[config.mk]
export PLATFORM = sky130hd
export DESIGN_NAME = pipelined_control_unit_flat
export DESIGN_NICKNAME = d
export VERILOG_FILES = /design/src/rtl/pipelined_control_unit_if.sv /design/src/rtl/pipelined_control_unit.sv /design/src/flat_wrapper.sv
export SDC_FILE = /design/constraint.sdc
export NUM_CORES = 1
export LEC_CHECK = 0
export CAP_MARGIN = 20
export CORE_ASPECT_RATIO = 0.9
export CORE_MARGIN = 3
export CORE_UTILIZATION = 52
export CTS_CLUSTER_DIAMETER = 200
export DETAILED_ROUTE_END_ITERATION = 10
export PLACE_DENSITY = 0.85
export SYNTH_ARGS = -nofsm -noshare
export SYNTH_HDL_FRONTEND = slang
export SYNTH_SLANG_ARGS = --single-unit
[constraint.sdc]
create_clock -name clk -period 3.5 [get_ports clk]
set_input_delay 0.525 -clock clk [delete_from_list [all_inputs] [get_ports clk]]
set_output_delay 0.525 -clock clk [all_outputs]
set_load 0.02 [all_outputs]
[src/rtl/pipelined_control_unit_if.sv]
// Bus between the pipeline datapath and its control unit: the IF/ID instruction,
// the EX comparison flags, and every control word and hazard select coming back.
interface pipelined_control_unit_if #(
    parameter int WIDTH = 32
);
    logic [WIDTH-1:0] inst_id;
    logic             zero;
    logic             less_signed;
    logic             less_unsigned;
    logic             alu_src_ex;
    logic [3:0]       alu_ctrl_ex;
    logic             mem_write_mem;
    logic             reg_write_wb;
    logic             mem_to_reg_wb;
    logic [4:0]       rd_wb;
    logic             pc_sel;
    logic             pc_write;
    logic             if_id_write;
    logic             if_id_flush;
    logic [1:0]       forward_a;
    logic [1:0]       forward_b;

    modport master (
        output inst_id, zero, less_signed, less_unsigned,
        input  alu_src_ex, alu_ctrl_ex, mem_write_mem, reg_write_wb, mem_to_reg_wb,
               rd_wb, pc_sel, pc_write, if_id_write, if_id_flush, forward_a, forward_b
    );

    modport slave (
        input  inst_id, zero, less_signed, less_unsigned,
        output alu_src_ex, alu_ctrl_ex, mem_write_mem, reg_write_wb, mem_to_reg_wb,
               rd_wb, pc_sel, pc_write, if_id_write, if_id_flush, forward_a, forward_b
    );
endinterface

[src/rtl/pipelined_control_unit.sv]
// Control path for the 5-stage RV32I pipeline: decode, branch resolution in EX,
// RAW/load-use stall, branch flush and EX operand forwarding selects.
module pipelined_control_unit #(
    parameter int WIDTH      = 32,
    parameter bit FORWARDING = 1'b1
) (
    input  logic                    clk,
    input  logic                    reset,
    pipelined_control_unit_if.slave bus
);
    localparam logic [6:0] OP_R      = 7'b0110011;
    localparam logic [6:0] OP_I      = 7'b0010011;
    localparam logic [6:0] OP_LOAD   = 7'b0000011;
    localparam logic [6:0] OP_STORE  = 7'b0100011;
    localparam logic [6:0] OP_BRANCH = 7'b1100011;

    typedef struct packed {
        logic       reg_write;
        logic       mem_write;
        logic       mem_to_reg;
        logic       alu_src;
        logic [3:0] alu_ctrl;
        logic       branch;
        logic [2:0] func3;
        logic [4:0] rs1;
        logic [4:0] rs2;
        logic [4:0] rd;
        logic       is_load;
    } id_ex_t;

    typedef struct packed {
        logic       reg_write;
        logic       mem_write;
        logic       mem_to_reg;
        logic [4:0] rd;
    } ex_mem_t;

    typedef struct packed {
        logic       reg_write;
        logic       mem_to_reg;
        logic [4:0] rd;
    } mem_wb_t;

    id_ex_t  dec, id_ex_d, id_ex_q;
    ex_mem_t ex_mem_d, ex_mem_q;
    mem_wb_t mem_wb_d, mem_wb_q;
    logic    branch_cond, branch_taken, stall_raw, stall;
    logic [1:0] fwd_a, fwd_b;
    logic    inst_unused;

    assign inst_unused = ^{bus.inst_id[WIDTH-1:31], bus.inst_id[29:25]};

    function automatic logic src_hit(input logic [4:0] src, input logic wr, input logic [4:0] dst);
        return wr && (src != 5'd0) && (src == dst);
    endfunction

    // Source fields are only kept for operands the instruction really reads,
    // so a zero register number doubles as "operand unused" in the hazard logic.
    always_comb begin
        dec = '0;
        case (bus.inst_id[6:0])
            OP_R: begin
                dec.reg_write = 1'b1;
                dec.alu_ctrl  = {bus.inst_id[30], bus.inst_id[14:12]};
                dec.rs1       = bus.inst_id[19:15];
                dec.rs2       = bus.inst_id[24:20];
                dec.rd        = bus.inst_id[11:7];
            end
            OP_I: begin
                dec.reg_write = 1'b1;
                dec.alu_src   = 1'b1;
                dec.alu_ctrl  = (bus.inst_id[14:12] == 3'b101) ? {bus.inst_id[30], 3'b101}
                                                               : {1'b0, bus.inst_id[14:12]};
                dec.rs1       = bus.inst_id[19:15];
                dec.rd        = bus.inst_id[11:7];
            end
            OP_LOAD: begin
                dec.reg_write  = 1'b1;
                dec.alu_src    = 1'b1;
                dec.mem_to_reg = 1'b1;
                dec.is_load    = 1'b1;
                dec.rs1        = bus.inst_id[19:15];
                dec.rd         = bus.inst_id[11:7];
            end
            OP_STORE: begin
                dec.mem_write = 1'b1;
                dec.alu_src   = 1'b1;
                dec.rs1       = bus.inst_id[19:15];
                dec.rs2       = bus.inst_id[24:20];
            end
            OP_BRANCH: begin
                dec.branch   = 1'b1;
                dec.alu_ctrl = 4'b1000;
                dec.func3    = bus.inst_id[14:12];
                dec.rs1      = bus.inst_id[19:15];
                dec.rs2      = bus.inst_id[24:20];
            end
            default: dec = '0;
        endcase
    end

    always_comb begin
        case (id_ex_q.func3)
            3'b000:  branch_cond = bus.zero;
            3'b001:  branch_cond = !bus.zero;
            3'b100:  branch_cond = bus.less_signed;
            3'b101:  branch_cond = !bus.less_signed;
            3'b110:  branch_cond = bus.less_unsigned;
            3'b111:  branch_cond = !bus.less_unsigned;
            default: branch_cond = 1'b0;
        endcase
        branch_taken = id_ex_q.branch && branch_cond && !reset;

        if (FORWARDING) begin
            stall_raw = id_ex_q.is_load &&
                        (src_hit(dec.rs1, id_ex_q.reg_write, id_ex_q.rd) ||
                         src_hit(dec.rs2, id_ex_q.reg_write, id_ex_q.rd));
        end else begin
            stall_raw = src_hit(dec.rs1, id_ex_q.reg_write, id_ex_q.rd) ||
                        src_hit(dec.rs2, id_ex_q.reg_write, id_ex_q.rd) ||
                        src_hit(dec.rs1, ex_mem_q.reg_write, ex_mem_q.rd) ||
                        src_hit(dec.rs2, ex_mem_q.reg_write, ex_mem_q.rd);
        end
        stall = stall_raw && !reset;

        fwd_a = 2'b00;
        fwd_b = 2'b00;
        if (FORWARDING && !reset) begin
            if (src_hit(id_ex_q.rs1, ex_mem_q.reg_write, ex_mem_q.rd))      fwd_a = 2'b10;
            else if (src_hit(id_ex_q.rs1, mem_wb_q.reg_write, mem_wb_q.rd)) fwd_a = 2'b01;
            if (src_hit(id_ex_q.rs2, ex_mem_q.reg_write, ex_mem_q.rd))      fwd_b = 2'b10;
            else if (src_hit(id_ex_q.rs2, mem_wb_q.reg_write, mem_wb_q.rd)) fwd_b = 2'b01;
        end
    end

    always_comb begin
        id_ex_d             = (branch_taken || stall) ? '0 : dec;
        ex_mem_d.reg_write  = id_ex_q.reg_write;
        ex_mem_d.mem_write  = id_ex_q.mem_write;
        ex_mem_d.mem_to_reg = id_ex_q.mem_to_reg;
        ex_mem_d.rd         = id_ex_q.rd;
        mem_wb_d.reg_write  = ex_mem_q.reg_write;
        mem_wb_d.mem_to_reg = ex_mem_q.mem_to_reg;
        mem_wb_d.rd         = ex_mem_q.rd;
    end

    always_ff @(posedge clk) begin
        if (reset) begin
            id_ex_q  <= '0;
            ex_mem_q <= '0;
            mem_wb_q <= '0;
        end else begin
            id_ex_q  <= id_ex_d;
            ex_mem_q <= ex_mem_d;
            mem_wb_q <= mem_wb_d;
        end
    end

    // A taken branch overrides a simultaneous stall: the stalled instruction is squashed anyway.
    assign bus.pc_sel        = branch_taken;
    assign bus.if_id_flush   = branch_taken;
    assign bus.pc_write      = branch_taken || !stall;
    assign bus.if_id_write   = branch_taken || !stall;
    assign bus.forward_a     = fwd_a;
    assign bus.forward_b     = fwd_b;
    assign bus.alu_src_ex    = id_ex_q.alu_src;
    assign bus.alu_ctrl_ex   = id_ex_q.alu_ctrl;
    assign bus.mem_write_mem = ex_mem_q.mem_write;
    assign bus.reg_write_wb  = mem_wb_q.reg_write;
    assign bus.mem_to_reg_wb = mem_wb_q.mem_to_reg;
    assign bus.rd_wb         = mem_wb_q.rd;
endmodule

[src/flat_wrapper.sv]
// flat-port wrapper written by rule: the top's interface ports become plain ports
module pipelined_control_unit_flat 
#(
    parameter int WIDTH      = 32,
    parameter bit FORWARDING = 1'b1
)
  (clk, reset, bus_inst_id, bus_zero, bus_less_signed, bus_less_unsigned, bus_alu_src_ex, bus_alu_ctrl_ex, bus_mem_write_mem, bus_reg_write_wb, bus_mem_to_reg_wb, bus_rd_wb, bus_pc_sel, bus_pc_write, bus_if_id_write, bus_if_id_flush, bus_forward_a, bus_forward_b);
  pipelined_control_unit_if #(.WIDTH(WIDTH)) bus_i ();
  input  logic clk;
  input  logic reset;
  input wire logic [$bits(bus_i.inst_id)-1:0] bus_inst_id;
  input wire logic [$bits(bus_i.zero)-1:0] bus_zero;
  input wire logic [$bits(bus_i.less_signed)-1:0] bus_less_signed;
  input wire logic [$bits(bus_i.less_unsigned)-1:0] bus_less_unsigned;
  output wire logic [$bits(bus_i.alu_src_ex)-1:0] bus_alu_src_ex;
  output wire logic [$bits(bus_i.alu_ctrl_ex)-1:0] bus_alu_ctrl_ex;
  output wire logic [$bits(bus_i.mem_write_mem)-1:0] bus_mem_write_mem;
  output wire logic [$bits(bus_i.reg_write_wb)-1:0] bus_reg_write_wb;
  output wire logic [$bits(bus_i.mem_to_reg_wb)-1:0] bus_mem_to_reg_wb;
  output wire logic [$bits(bus_i.rd_wb)-1:0] bus_rd_wb;
  output wire logic [$bits(bus_i.pc_sel)-1:0] bus_pc_sel;
  output wire logic [$bits(bus_i.pc_write)-1:0] bus_pc_write;
  output wire logic [$bits(bus_i.if_id_write)-1:0] bus_if_id_write;
  output wire logic [$bits(bus_i.if_id_flush)-1:0] bus_if_id_flush;
  output wire logic [$bits(bus_i.forward_a)-1:0] bus_forward_a;
  output wire logic [$bits(bus_i.forward_b)-1:0] bus_forward_b;
  assign bus_i.inst_id = bus_inst_id;
  assign bus_i.zero = bus_zero;
  assign bus_i.less_signed = bus_less_signed;
  assign bus_i.less_unsigned = bus_less_unsigned;
  assign bus_alu_src_ex = bus_i.alu_src_ex;
  assign bus_alu_ctrl_ex = bus_i.alu_ctrl_ex;
  assign bus_mem_write_mem = bus_i.mem_write_mem;
  assign bus_reg_write_wb = bus_i.reg_write_wb;
  assign bus_mem_to_reg_wb = bus_i.mem_to_reg_wb;
  assign bus_rd_wb = bus_i.rd_wb;
  assign bus_pc_sel = bus_i.pc_sel;
  assign bus_pc_write = bus_i.pc_write;
  assign bus_if_id_write = bus_i.if_id_write;
  assign bus_if_id_flush = bus_i.if_id_flush;
  assign bus_forward_a = bus_i.forward_a;
  assign bus_forward_b = bus_i.forward_b;
  pipelined_control_unit #(.WIDTH(WIDTH), .FORWARDING(FORWARDING)) u_core (.clk(clk), .reset(reset), .bus(bus_i));
endmodule
==> results of run 1 <==
## area by class of cell
class                      instances  area [µm²]
tap                               46        57.6
sequential                        42         841
inverter                           3        11.3
clock inverter                     3        21.3
multi-input combinational        154        1170
clock buffer                       5        68.8
timing repair buffer              55         541
fill                             297        1150
## kinds of logic (layout without fill, tap and decap cells)
group / Yosys count / after routing / share of synthesized area
and+or+nand+nor: 111 / 111 / 0.367
xor gates and xnor gates: 26 / 26 / 0.105
muxes: 1 / 1 / 0.00461
DFF: 42 / 42 / 0.388
AOI/OAI and AO/OA: 16 / 16 / 0.0640
buffers and inverters: 18 / 66 / 0.0721
## flip-flops by register name, summed over array words and instances, names as in the netlist
register and flops:
u_core.bus.reg_write_wb 1, u_core.bus.alu_src_ex 1, u_core.bus.alu_ctrl_ex 4, u_core.bus.mem_to_reg_wb 1
u_core.bus.rd_wb 5, u_core.ex_mem_q 7, u_core.ex_mem_d 8, u_core.bus.mem_write_mem 1
u_core.id_ex_q 14
## worst paths after layout
| check | startpoint | to | cells past startpoint |
|---|---|---|---|
| worst max-delay path | bus_inst_id[5] | bus_pc_write | 7 |
| worst min-delay path | u_core.ex_mem_q[5]$_SDFF_PP0_ | u_core.bus.mem_to_reg_wb$_SDFF_PP0_ | 1 |
| worst max register to register | u_core.ex_mem_d[0]$_SDFF_PP0_ | u_core.id_ex_q[16]$_SDFF_PP0_ | 6 |
| worst min register to register | u_core.ex_mem_q[5]$_SDFF_PP0_ | u_core.bus.mem_to_reg_wb$_SDFF_PP0_ | 1 |
## metal layers
metal / global-route usage / vias up
li1: - / 843
met1: 0.253 / 800
met2: 0.340 / 49
met3: 0.0655 / 11
met4: 0.0769 / 0
met5: 0 / -
## metrics by stage
| step | hold WS [ns] | utilization | instance area (µm²) | cells | total power, mW |
|---|---|---|---|---|---|
| finish | 0.445 | 0.702 | 2710 | 308 | 0.886 |
| global route | 0.455 | 0.702 | 2710 | 308 | 0.916 |
| CTS | 0.446 | 0.702 | 2710 | 308 | 0.890 |
| detailed placement | 0.426 | 0.679 | 2620 | 300 | 0.578 |
| global placement | 0.417 | 0.679 | 2620 | 300 | 0.577 |
| floorplan | 0.414 | - | 2170 | 214 | 0.531 |
## power groups by stage
stage          Combinational [mW]  Sequential, mW  Clock (mW)
3_3_place_gp               0.0845           0.492           0
3_5_place_dp               0.0857           0.492           0
2_1_floorplan              0.0388           0.492           0
4_1_cts                    0.0866           0.481       0.323
6_report                   0.0867           0.481       0.318
5_1_grt                    0.0933           0.481       0.341
## placed cells by master (no fill, tap or decap), types with 3 or more instances in the layout
cell,instances
nand2_1,18
nor4b_2,6
xor2_1,4
clkbuf_8,5
clkdlybuf4s50_1,51
nand4_1,7
nor4_1,6
nor3_2,19
nor2_1,7
nand2b_1,4
dfxtp_1,42
nor2b_1,19
buf_4,4
inv_1,3
nand3_1,8
xnor2_1,22
or4_1,3
## critical path: stages
cell	delay, ns
clkdlybuf4s50_1	0.60
nand2b_1	0.17
a21oi_2	0.28
a211oi_1	0.13
o221a_4	0.24
o21ai_1	0.18
clkdlybuf4s50_1	0.63
==> results.cfg, run 1 <==
[clocking]
htreeDepth = 2
postCtsSetupRepairBufs = 0
clk_path_buf_depth = 2
insertion_delay_ns = 0.30
cts_sinks = 42
clockRootBuffer = clkbuf_8
clkSlewWorstSetupHoldPaths_ns = 0.08
cts_tree = yes
hold_buffers = 0
numCtsBuffers = 5
cts_resized = 0

[drt]
drt-initial-drc-count = 60
wirelength_um = 4700
met3_length_um = 232
via_count = 1703
antenna_left = 0
wl_per_cell_um = 15.3
drtPass1Iterations = 4
viasPerCell = 5.53
drc_errors = 0
m1WireLength_um = 2120
dr.max_layer_used = met4
routed-wl-met2_um = 2230

[pwr]
p_sw_mw = 0.220
seq_power_share = 0.543
p_int_mw = 0.666
clockPowerShare = 0.359
vdd_drop_max_mv = 0.214
switching_share = 0.248
leakage_nw = 0.960
p_per_area_nw_per_um2 = 327
p_comb_frac = 0.098

[setup_path]
cp-start-kind = input port
critPathKind = input port to output port
arrival_ns = 2.75
rrSetupSlack_ns = 1.52
path_max_fanout = 7
worstPathRequired_ns = 2.97
end_kind = output port

[global_route]
gr-total-overflow = 0
grt_first_pass_wirelength_um = 7750
grt_max_degree = 28
antenna_found_initial = 0
first_global_vias = 1672
track_usage = 0.207

[cells_and_area]
n_antenna_cell = 0
nNetsFinal = 298
syn2layout_area_growth_pct = 25.0
drive_gt1_frac = 0.187

[sta]
setup_ws_ns = 0.223
rsz0062_at_grt = no
slew-limit-headroom = 0.677
tightest_slew_ns = 0.482
finClkSkew_ns = 0.00498
setup_viol = 0
fmax_mhz = 305
period_share = 0.936
hold_viol_final = 0
final_period_minus_worst_setup_slack_ns = 3.28
slew_violations = 0
setup_tns_ns = 0

[floorplan]
die_y_um = 67.3
die_w_um = 74.1
start_util = 0.562
rows = 21
dieArea_um2 = 4980
coreArea_um2 = 3860
pin_count = 58

[synthesis]
synth_flop_cell = dfxtp_1
yosys_warnings = 0
synth-edff-count = 0
ys_seq_area_frac = 0.388
synth_fp_nets = 251
netlist_instances = 214
synthDistinctLibCells = 44
async_flop_share = 0
synth_top_area_share = 0.388
ys_ff_latch = 42
yosysMostFrequentCell = dfxtp_1
synth_top_cell_by_area = dfxtp_1
synth_area_um2 = 2170
synthTopCellsByCount = 42 x dfxtp_1, 22 x xnor2_1, 19 x nor2b_1, 19 x nor3_2, 18 x nand2_1
synth_area_leaders = dfxtp_1 39%, xnor2_1 8.9%, nor3_2 8.8%
avgSynthCellArea_um2 = 10.1

[hold_path]
min_path_type = register to register

[place]
dp_slack_ns = 0.226
dpl.hpwl_um = 3540
routabilityCongestion = 0.810
port_buffers = 51

[run_status]
status = finished clean

[flow_run]
max_cap_viol_count = 0
Note: power is estimated with default switching activity, not from simulation.
==> run 2, diff against run 1 <==
--- a/config.mk
+++ b/config.mk
@@ -5,6 +5,7 @@
 export SDC_FILE = /design/constraint.sdc
 export NUM_CORES = 1
 export LEC_CHECK = 0
+export ABC_CLOCK_PERIOD_IN_PS = 3500
 export CAP_MARGIN = 20
 export CORE_ASPECT_RATIO = 0.9
 export CORE_MARGIN = 3
==> results of run 2 <==
Final layout, timing and power as in run 1 (identical DEF).
==> run 3, diff against run 2 <==
--- a/config.mk
+++ b/config.mk
@@ -8,11 +8,10 @@
 export ABC_CLOCK_PERIOD_IN_PS = 3500
 export CAP_MARGIN = 20
 export CORE_ASPECT_RATIO = 0.9
-export CORE_MARGIN = 3
-export CORE_UTILIZATION = 52
+export CORE_UTILIZATION = 45
 export CTS_CLUSTER_DIAMETER = 200
 export DETAILED_ROUTE_END_ITERATION = 10
-export PLACE_DENSITY = 0.85
+export PLACE_DENSITY = 0.75
 export SYNTH_ARGS = -nofsm -noshare
 export SYNTH_HDL_FRONTEND = slang
 export SYNTH_SLANG_ARGS = --single-unit
==> run 3 against run 2 <==
Count of clock-buffer cells in the layout stayed put. Non-clock buffer count is 1 higher. Cell area is 1.0% higher. Global-route usage is 1.6 points lower. Largest cell class unchanged. Cell count is 5.5% higher. Die area is 2.4% higher. Combinational power hardly changed.
==> results.cfg, run 3 (synthesized netlist as in run 1, its figures left out) <==
[drt]
viasPerCell = 5.12
drt-initial-drc-count = 62
antenna_left = 0
drc_errors = 0
wl_per_cell_um = 13.4
wirelength_um = 4370
via_count = 1663
drtPass1Iterations = 4

[setup_path]
rrSetupSlack_ns = 1.54
path_max_fanout = 6
reg2reg_depth = 6
r2r-start = u_core.ex_mem_d[0]$_SDFF_PP0_
r2r-end = u_core.ex_mem_d[1]$_SDFF_PP0_
end_kind = output port
worstPathRequired_ns = 2.97
cp-start-kind = input port
critPathKind = input port to output port
arrival_ns = 2.72

[floorplan]
pin_count = 58
dieArea_um2 = 5100
start_util = 0.477
die_w_um = 75.2
rows = 23
coreArea_um2 = 4550
die_y_um = 67.9

[pwr]
seq_power_share = 0.547
vdd_drop_max_mv = 0.181
leakage_nw = 0.965
p_int_mw = 0.667
p_comb_frac = 0.099
total_power_mw = 0.879
switching_share = 0.241
p_per_area_nw_per_um2 = 321
clockPowerShare = 0.354
p_sw_mw = 0.212

[cells_and_area]
drive_gt1_frac = 0.190
syn2layout_area_growth_pct = 26.3
largest_reg_flops = 14
final_cell_mix = 51 x clkdlybuf4s50_1, 42 x dfxtp_1, 22 x xnor2_1
top_register = u_core.id_ex_q
n_antenna_cell = 0
nNetsFinal = 299
final_common_cell = clkdlybuf4s50_1

[flow_run]
max_cap_viol_count = 0

[sta]
tightest_slew_ns = 0.485
fmax_mhz = 308
finClkSkew_ns = 0.00402
setup_viol = 0
final_period_minus_worst_setup_slack_ns = 3.24
period_share = 0.926
slew-limit-headroom = 0.675
hold_viol_final = 0
rsz0062_at_grt = no
setup_tns_ns = 0
slew_violations = 0

[hold_path]
min_to = u_core.bus.mem_write_mem$_SDFF_PP0_
min_path_type = register to register
hold_start = u_core.ex_mem_d[6]$_SDFF_PP0_
min_path_cells = 1

[clocking]
cts_tree = yes
postCtsSetupRepairBufs = 0
cts_resized = 0
clockRootBuffer = clkbuf_8
clkSlewWorstSetupHoldPaths_ns = 0.08
numCtsBuffers = 5
hold_buffers = 0
cts_sinks = 42
htreeDepth = 2
insertion_delay_ns = 0.29
clk_path_buf_depth = 2

[global_route]
track_usage = 0.191
grt_first_pass_wirelength_um = 7310
gr-total-overflow = 0
first_global_vias = 1624
grt_max_degree = 28
antenna_found_initial = 0

[place]
port_buffers = 51
routabilityCongestion = 0.810
dpl.hpwl_um = 3390

[run_status]
status = finished clean
-- run 3: cell types whose count changed in the layout (fill, tap and decap cells not counted), sizes merged --
cell	delta
buf	+1
-- run 3: how the worst max path moves through the flow --
stage | start | endpoint | slack (ns) | cells past startpoint
2_1_floorplan | bus_inst_id[4] | bus_pc_write | 0.70 | 9
6_report | bus_inst_id[2] | bus_if_id_write | 0.26 | 7
4_1_cts | bus_inst_id[2] | bus_if_id_write | 0.22 | 7
3_5_place_dp | bus_inst_id[2] | bus_if_id_write | 0.23 | 7
5_1_grt | bus_inst_id[2] | bus_if_id_write | 0.07 | 7
3_3_place_gp | bus_inst_id[2] | bus_pc_write | 0.24 | 7
-- run 3: through the flow --
stage | worst slack [ns] | hold WS [ns] | std cells | instance area [µm²] | util
2_1_floorplan | 0.704 | 0.414 | 214 | 2170 | -
3_3_place_gp | 0.245 | 0.420 | 317 | 2650 | 0.583
3_5_place_dp | 0.232 | 0.420 | 317 | 2650 | 0.583
4_1_cts | 0.225 | 0.441 | 325 | 2740 | 0.603
5_1_grt | 0.0704 | 0.475 | 325 | 2740 | 0.603
6_report | 0.258 | 0.437 | 325 | 2740 | 0.603
-- run 3: worst max-delay path, stage by stage --
cell,delay (ns)
clkdlybuf4s50_1,0.41
nand4bb_1,0.33
a21oi_2,0.29
a211oi_1,0.12
o221a_4,0.24
o21ai_1,0.17
clkdlybuf4s50_1,0.63
-- run 3: power by group through the flow --
stage	clock (mW)	sequential (mW)	combinational [mW]
after floorplan	0	0.492	0.0388
after global placement	0	0.492	0.0859
after detailed placement	0	0.492	0.0864
after CTS	0.322	0.481	0.0870
after global routing	0.340	0.481	0.0937
final	0.311	0.481	0.0868
-- run 3: layout make-up --
| class | instances | area (µm²) |
|---|---|---|
| flip-flops and latches | 42 | 841 |
| fillers | 421 | 1810 |
| repair buffers | 56 | 548 |
| well taps | 62 | 77.6 |
| clock buffers | 5 | 68.8 |
| multi-input cells | 154 | 1170 |
| clock inverters | 3 | 21.3 |
| inverters | 3 | 11.3 |
-- run 3: metal layers --
metal	wire length (µm)	vias up	share of wire	GRT usage
li1	-	844	-	-
met1	2130	770	0.49	0.249
met2	2040	45	0.47	0.316
met3	163	4	0.037	0.0398
met4	35	0	0.0080	0.0625
met5	0	-	0	0
